File: config.mk
export PLATFORM = sky130hd
export DESIGN_NAME = pc_unit
export DESIGN_NICKNAME = d
export VERILOG_FILES = /design/src/rtl/pc_unit.sv
export SDC_FILE = /design/constraint.sdc
export NUM_CORES = 1
export LEC_CHECK = 0
export BUFFER_PORTS_ARGS = -buffer_cell sky130_fd_sc_hd__buf_2
export CORE_MARGIN = 2
export CORE_UTILIZATION = 25
export DETAILED_ROUTE_END_ITERATION = 6
export PLACE_DENSITY = 0.58
export SKIP_CTS_REPAIR_TIMING = 1
export SKIP_LAST_GASP = 1
export SLEW_MARGIN = 20
export SYNTH_ARGS = -nofsm -noshare
export SYNTH_HDL_FRONTEND = slang
export SYNTH_SLANG_ARGS = --single-unit
File: constraint.sdc
create_clock -name Clk -period 6.72 [get_ports Clk]
set_input_delay 0.672 -clock Clk [delete_from_list [all_inputs] [get_ports Clk]]
set_output_delay 0.672 -clock Clk [all_outputs]
set_load 0.03 [all_outputs]
File: src/rtl/pc_unit.sv
// Program-counter unit: next-PC select (seq/branch/jump/exc/eret/halt), target alignment check.
// Optional return-address stack enabled by defining PC_RAS_EN.
module pc_unit #(
   parameter int                WIDTH        = 32,
   parameter int                INC          = 4,
   parameter int                ALIGN_BITS   = 2,
   parameter logic [WIDTH-1:0]  RESET_VECTOR = '0,
   parameter logic [WIDTH-1:0]  EXC_VECTOR   = WIDTH'(32'h0000_0080),
   parameter int                RAS_DEPTH    = 4
) (
   input  logic             Clk,
   input  logic             Reset,
   input  logic             LdEn,
   input  logic             BranchTaken,
   input  logic [WIDTH-1:0] BranchTarget,
   input  logic             Jump,
   input  logic [WIDTH-1:0] JumpTarget,
   input  logic             Call,
   input  logic             Ret,
   input  logic             Exc,
   input  logic             Eret,
   input  logic             Halt,
   input  logic             Resume,
   output logic [WIDTH-1:0] Dout,
   output logic [WIDTH-1:0] PcPlus4,
   output logic [WIDTH-1:0] Epc,
   output logic             Valid,
   output logic             Misaligned
);

   typedef enum logic [1:0] {S_BOOT, S_RUN, S_HALT} state_t;

   localparam logic [WIDTH-1:0] L_INC   = WIDTH'(INC);
   localparam logic [WIDTH-1:0] L_AMASK = WIDTH'((64'd1 << ALIGN_BITS) - 64'd1);

   state_t           r_state, w_nxt_state;
   logic [WIDTH-1:0] r_pc, w_nxt_pc;
   logic [WIDTH-1:0] r_epc, w_nxt_epc;
   logic             r_mis, w_nxt_mis;
   logic [WIDTH-1:0] w_pc_plus, w_tgt, w_ras_top;
   logic             w_tgt_mis, w_ras_hit, w_ras_push, w_ras_pop;

   assign w_pc_plus  = r_pc + L_INC;
   assign w_tgt      = Jump ? (w_ras_hit ? w_ras_top : JumpTarget) : BranchTarget;
   assign w_tgt_mis  = |(w_tgt & L_AMASK);

   assign Dout       = r_pc;
   assign PcPlus4    = w_pc_plus;
   assign Epc        = r_epc;
   assign Valid      = (r_state == S_RUN);
   assign Misaligned = r_mis;

   always_comb begin
      w_nxt_state = r_state;
      w_nxt_pc    = r_pc;
      w_nxt_epc   = r_epc;
      w_nxt_mis   = 1'b0;
      w_ras_push  = 1'b0;
      w_ras_pop   = 1'b0;
      case (r_state)
         S_BOOT: w_nxt_state = S_RUN;
         S_RUN: begin
            if (Halt && !Exc) w_nxt_state = S_HALT;
            if (Exc) begin
               w_nxt_epc = r_pc;
               w_nxt_pc  = EXC_VECTOR;
            end else if (Eret) begin
               w_nxt_pc = r_epc;
            end else if (LdEn && !Halt) begin
               if (Jump || BranchTaken) begin
                  // A faulting redirect traps without touching the return stack.
                  if (w_tgt_mis) begin
                     w_nxt_pc  = EXC_VECTOR;
                     w_nxt_epc = r_pc;
                     w_nxt_mis = 1'b1;
                  end else begin
                     w_nxt_pc   = w_tgt;
                     w_ras_push = Jump && Call;
                     w_ras_pop  = w_ras_hit;
                  end
               end else begin
                  w_nxt_pc = w_pc_plus;
               end
            end
         end
         S_HALT: begin
            if (Exc) begin
               w_nxt_epc   = r_pc;
               w_nxt_pc    = EXC_VECTOR;
               w_nxt_state = S_RUN;
            end else if (Resume) begin
               w_nxt_state = S_RUN;
            end
         end
         default: w_nxt_state = S_BOOT;
      endcase
   end

   always_ff @(posedge Clk) begin
      if (!Reset) begin
         r_state <= S_BOOT;
         r_pc    <= RESET_VECTOR;
         r_epc   <= '0;
         r_mis   <= 1'b0;
      end else begin
         r_state <= w_nxt_state;
         r_pc    <= w_nxt_pc;
         r_epc   <= w_nxt_epc;
         r_mis   <= w_nxt_mis;
      end
   end

`ifdef PC_RAS_EN
   localparam int             L_PW   = $clog2(RAS_DEPTH);
   localparam logic [L_PW:0]  L_FULL = (L_PW+1)'(RAS_DEPTH);

   logic [WIDTH-1:0] r_ras [RAS_DEPTH];
   logic [L_PW-1:0]  r_ras_ptr, w_top_idx;
   logic [L_PW:0]    r_ras_cnt;

   assign w_top_idx = r_ras_ptr - L_PW'(1);
   assign w_ras_top = r_ras[w_top_idx];
   assign w_ras_hit = Jump && Ret && (r_ras_cnt != '0);

   // Pointer marks the next free slot; when full it also marks the oldest entry.
   always_ff @(posedge Clk) begin
      if (!Reset) begin
         r_ras_ptr <= '0;
         r_ras_cnt <= '0;
      end else if (w_ras_push && !w_ras_pop) begin
         r_ras_ptr <= r_ras_ptr + L_PW'(1);
         if (r_ras_cnt != L_FULL) r_ras_cnt <= r_ras_cnt + 1'b1;
      end else if (w_ras_pop && !w_ras_push) begin
         r_ras_ptr <= w_top_idx;
         r_ras_cnt <= r_ras_cnt - 1'b1;
      end
   end

   always_ff @(posedge Clk) begin
      if (Reset && w_ras_push) begin
         if (w_ras_pop) r_ras[w_top_idx] <= w_pc_plus;
         else           r_ras[r_ras_ptr] <= w_pc_plus;
      end
   end
`else
   logic w_unused_ras;
   assign w_ras_hit    = 1'b0;
   assign w_ras_top    = '0;
   assign w_unused_ras = &{1'b0, Call, Ret, w_ras_push, w_ras_pop};
`endif

endmodule

After elaboration in Yosys (flattened, before gate mapping)

Index checks and enable logic that the tools add are counted.

Memories: 0
RAM bits: 0
Bits in latches: 0
Output and inout port bits: 98
ROM bits: 0
Register bits: 67
Word-level logic and storage cells: 51
Input bits: 75

Mux-type cells: 20
Div/mod/pow operators: 0
Reduce and logical (&&, ||, !) cells: 12
Bitwise operators: 4
Equal/unequal tests: 10
Multipliers: 0
Order comparisons: 0
Add/sub/neg operators: 1
Shifts and indexed selects: 0

Operator list:

| cell                    | count |
|---|---|
| $mux W32                | 13 |
| $pmux W32 S2            | 2 |
| $add A32 B3 Y32 const B | 1 |
| $ne A3 B2 Y1 const B    | 3 |
| $mux W2                 | 3 |
| $ne A3 B3 Y1 const B    | 2 |
| $pmux W2 S3             | 1 |
| $reduce_and A6 Y1       | 1 |
| $reduce_or A6 Y1        | 1 |
| $ne A4 B3 Y1 const B    | 1 |
| $not A1 Y1              | 4 |
| $reduce_and A3 Y1       | 1 |
| $eq A2 B1 Y1 const B    | 1 |
| $eq A2 B2 Y1 const B    | 1 |
| $logic_and A1 B1 Y1     | 2 |
| $logic_not A1 Y1        | 2 |
| $logic_not A2 Y1        | 1 |
| $ne A2 B1 Y1 const B    | 1 |
| $ne A2 B2 Y1 const B    | 1 |
| $reduce_and A2 Y1       | 1 |
| $reduce_bool A2 Y1      | 1 |
| $reduce_or A2 Y1        | 1 |
| $logic_or A1 B1 Y1      | 1 |
| $mux W1                 | 1 |

Longest topological paths before layout

Word-level depth: 8
Gate-level depth with buffers: 9
Depth with buffers taken out: 8

Worst setup path before layout

No wires, ideal clock.

Kind: register -> output
Start: register r_pc[8], in the netlist Dout[8]
End: output port PcPlus4[28]
Arrival time: 2.400 ns
Required time: 6.048 ns
Cell stages (with the launch flop): 7
Slack: 3.648 ns
Path buffers: 1
Cells stage by stage: dfxtp_1 buf_2 nand4_1 nor4_2 nor4b_2 and3_1 xor2_1

Word-level cells in the longest chain between the ends: 1

RTL lines:

| element                  | RTL line | source |
|---|---|---|
| start: declaration       | 37       | `logic [WIDTH-1:0] r_pc, w_nxt_pc;` |
| start signal: assignment | 107      | `r_pc <= w_nxt_pc;` |
| $add A32 B3 Y32          | 43       | `assign w_pc_plus = r_pc + L_INC;` |
| end: declaration         | 25       | `output logic [WIDTH-1:0] PcPlus4,` |

Every way passes these cells.

Final worst setup path

Start: register r_pc[9], in the netlist Dout[9]
End: output port PcPlus4[31]

Same word-level chain as after synthesis.

==> run_results.csv <==
group,metric,value,unit
global_routing,grt_pass1_wl,23.7,mm
layout,seqCellArea,1340,µm²
worst_setup_path,ff2ff_path_depth,8,
routing,viasPerCell,4.81,
worst_setup_path,startpoint,"Dout[9]",
sta,max_freq,274,MHz
sta,drv_slew,0,
worst_setup_path,reg2reg_slack,3810,ps
routing,drc,0,
worst_setup_path,worst_ep_arrival_time,2970,ps
synthesis,yosys.area_share.simple,21.2,%
worst_setup_path,slowest_stage,"nor4_2",
worst_setup_path,path_max_fanout,9,
floorplan,num_rows,46,
sta,hold_viol_final,0,
synthesis,synth_area_leaders,"dfxtp_1 (33%), mux2i_1 (8.9%), nor2_1 (7.1%)",
cts,numCtsBuffers,9,
worst_setup_path,critical_path.max_stage_delay,760,ps
layout,antenna_cells,0,
worst_setup_path,crit_family,"simple AND/OR/NAND/NOR gates",
worst_setup_path,critPathBufInv,1,
placement,io_buffers,170,
power,powerDensity,274,nW/µm²
sta,clock_skew,9.80,ps
floorplan,io_pins,173,
global_routing,first_global_vias,4158,
synthesis,synth_top_family_by_area,"compound AO/OA/AOI/OAI gates",
cts,clock-sinks,67,
cts,clk_pin_slew,50,ps
sta,period_share,54.2,%
cts,cts_root_buf,"clkbuf_16",
routing,ant_nets,0,
min_path,hp-class,"reg2reg",
power,vdd_drop_max,0.123,mV
routing,route.detailed.wl_per_inst,17.4,µm
floorplan,initial_core_util,25.5,%
sta,post-route-min-period,3640,ps
synthesis,synthCells,510,
layout,multi_input_area,2470,µm²
sta,relSlewSlack,44.1,%
floorplan,core,15900,µm²
worst_setup_path,start_kind,"flip-flop",
synthesis,synth-seq-cells,67,
sta,finalSetupViolCount,0,
placement,dp_cells,868,
layout,nets,743,
job,maxCapViolations,0,
global_routing,antenna_found_initial,0,
routing,vias,4249,
synthesis,synth-edff-count,0,
placement,gp_congestion,0.803,
layout,drive_gt1_share,29.6,%
synthesis,yosysWarnings,0,
sta,tightestPinTransition,832,ps
cts,clock_latency,340,ps
global_routing,grt_max_degree,39,
synthesis,synthArstFlopShare,0,%
synthesis,synth_compound_area_share,23.4,%
global_routing,grt_overflow_total,0,
layout,fill_cells,1751,
global_routing,use_met3,5.40,%
sta,grt_setup_unrepaired,"no",
synthesis,synth_top_area_share,33.1,%
synthesis,synth_ff_type,"dfxtp_1",
cts,cts_max_level,3,
synthesis,synth.mux.area_fraction,8.90,%
global_routing,busiest_layer,"met2",
global_routing,use_met1,22.2,%
synthesis,syn_area_per_cell,7.94,µm²
sta,holdWs,510,ps
min_path,hold_path_depth,2,
synthesis,ys_seq_area_share,33.1,%
cts,clock_path_buffers,2,
worst_setup_path,path_class,"reg2out",
synthesis,synthDistinctLibCells,53,
min_path,hold_end,"Epc[14]",
worst_setup_path,path_cells,"nand4_1 > nor4_2 > nor4b_4 > nand3_1 > xnor2_1 > buf_2",
layout,fin_cells,884,
worst_setup_path,worst_r2r_endpoint,"Dout[14]",
floorplan,die_area,17200,µm²
routing,drt_wl_total,15.4,mm
global_routing,grt.total_usage,17.7,%
worst_setup_path,endpoint_kind,"primary output",
floorplan,fp.dieH,131,µm
global_routing,grt_use_met2,29.4,%
sta,tns,0,ps
placement,dp_hpwl,11.4,mm
synthesis,synth_nets,590,
synthesis,syn_area,4050,µm²
worst_setup_path,critPathRequiredTime,6050,ps
routing,drtIter0Drc,225,
layout,syn_to_final_growth,31.8,%
synthesis,synthAdderAreaFrac,1.54,%
synthesis,synth_top_area_cell,"dfxtp_1",
outcome,status,"finished, final reports clean",
power,p_leak,2.45,nW
synthesis,synthXorXnorAreaFrac,6.05,%
floorplan,die_w,131,µm
worst_setup_path,r2r_start,"r_state[1]",
power,finalPower,1.46,mW
min_path,min_from,"Epc[14]",
routing,first_pass_iters,4,
cts,cts_tree,"done",
==> cell usage after synthesis, types with 3 or more instances <==
cell and number:
nor2_1 77, dfxtp_1 67, o21ai_0 49, nand2_1 43, mux2i_1 36, a21oi_1 23
clkbuf_1 22, a22oi_1 20, xor2_1 15, inv_1 13, nand3_1 13, xnor2_1 13
nor3_1 10, a211oi_1 8, a221oi_1 8, a31oi_1 7, nand4_1 7, o2bb2ai_1 7
a22o_1 5, and3_1 5, and4_1 5, buf_2 5, buf_4 5, ha_1 5
buf_6 3, nor2b_1 3, o22ai_1 3
==> final cells by class <==
| cell class | instances | area share [%] |
|---|---|---|
| inverters | 14 | 0.984 |
| flip-flops and latches | 67 | 25.1 |
| clock inverters | 2 | 0.656 |
| clock buffers | 14 | 4.76 |
| well taps | 216 | 5.06 |
| repair buffers | 178 | 17.1 |
| multi-input cells | 393 | 46.4 |
==> sequential cells by signal, summed over array words and instances, names as in the netlist <==
name and flops:
Epc 32, Dout 32, r_state 2, Misaligned 1
==> where the power goes <==
| part | switching (mW) | total (mW) | internal, mW |
|---|---|---|---|
| logic | 0.352 | 0.537 | 0.184 |
| registers | 0.0341 | 0.454 | 0.420 |
| clock network | 0.173 | 0.470 | 0.297 |
| total | 0.560 | 1.46 | 0.902 |
==> through the flow <==
step	area (µm²)	worst slack, ps	utilization, %
after global placement	5050	2720	31.8
after detailed placement	5050	2710	31.8
after floorplan	4050	3650	-
after CTS	5340	3000	33.6
after global routing	5340	2890	33.6
final	5340	3080	33.6
==> worst reg2reg max path: cells and delay by family, from the launching register on <==
kind            cells  cell delay [ps]
flops               1              360
buf+inv             1               90
fa+ha+maj           1              280
compound gates      3              870
simple gates        3             1250
==> cells in the final DEF (no fill, tap or decap), types with 3 or more instances in the layout <==
cell type  netlist  layout
buf_2            5     170
nor2_1          77      76
dfxtp_1         67      67
o21ai_0         49      49
nand2_1         43      43
mux2i_1         36      36
a21oi_1         23      23
a22oi_1         20      20
xor2_1          15      15
inv_1           13      13
nand3_1         13      13
xnor2_1         13      13
nor3_1          10      10
clkbuf_16        0       9
a211oi_1         8       8
a221oi_1         8       8
buf_4            5       8
nand4_1          7       7
o2bb2ai_1        7       7
a31oi_1          7       7
and4_1           5       5
and3_1           5       5
a22o_1           5       5
ha_1             5       5
clkbuf_1        22       4
nor2b_1          3       3
o22ai_1          3       3
==> how the worst max path moves through the flow <==
stage | to | slack [ps] | cells past startpoint
final | PcPlus4[31] | 3080 | 6
after global routing | PcPlus4[31] | 2890 | 6
after CTS | PcPlus4[31] | 3000 | 6
after floorplan | PcPlus4[28] | 3650 | 6
after detailed placement | Epc[12] | 2710 | 8
after global placement | Epc[17] | 2720 | 8
==> layer usage <==
metal,part of all wire [%],wire (µm)
met3,6.6,1020
met4,0.98,151
met5,0,0
met2,47,7290
met1,45,6900
==> cells by family (layout without fill, tap and decap cells) <==
logic type	count (synthesis)	after routing
compound gates	145	145
xor+xnor	28	28
fa+ha+maj	5	5
buf+inv	50	208
flops	67	67
mux	36	36
simple gates	179	179
(Power assumes the default switching activity.)
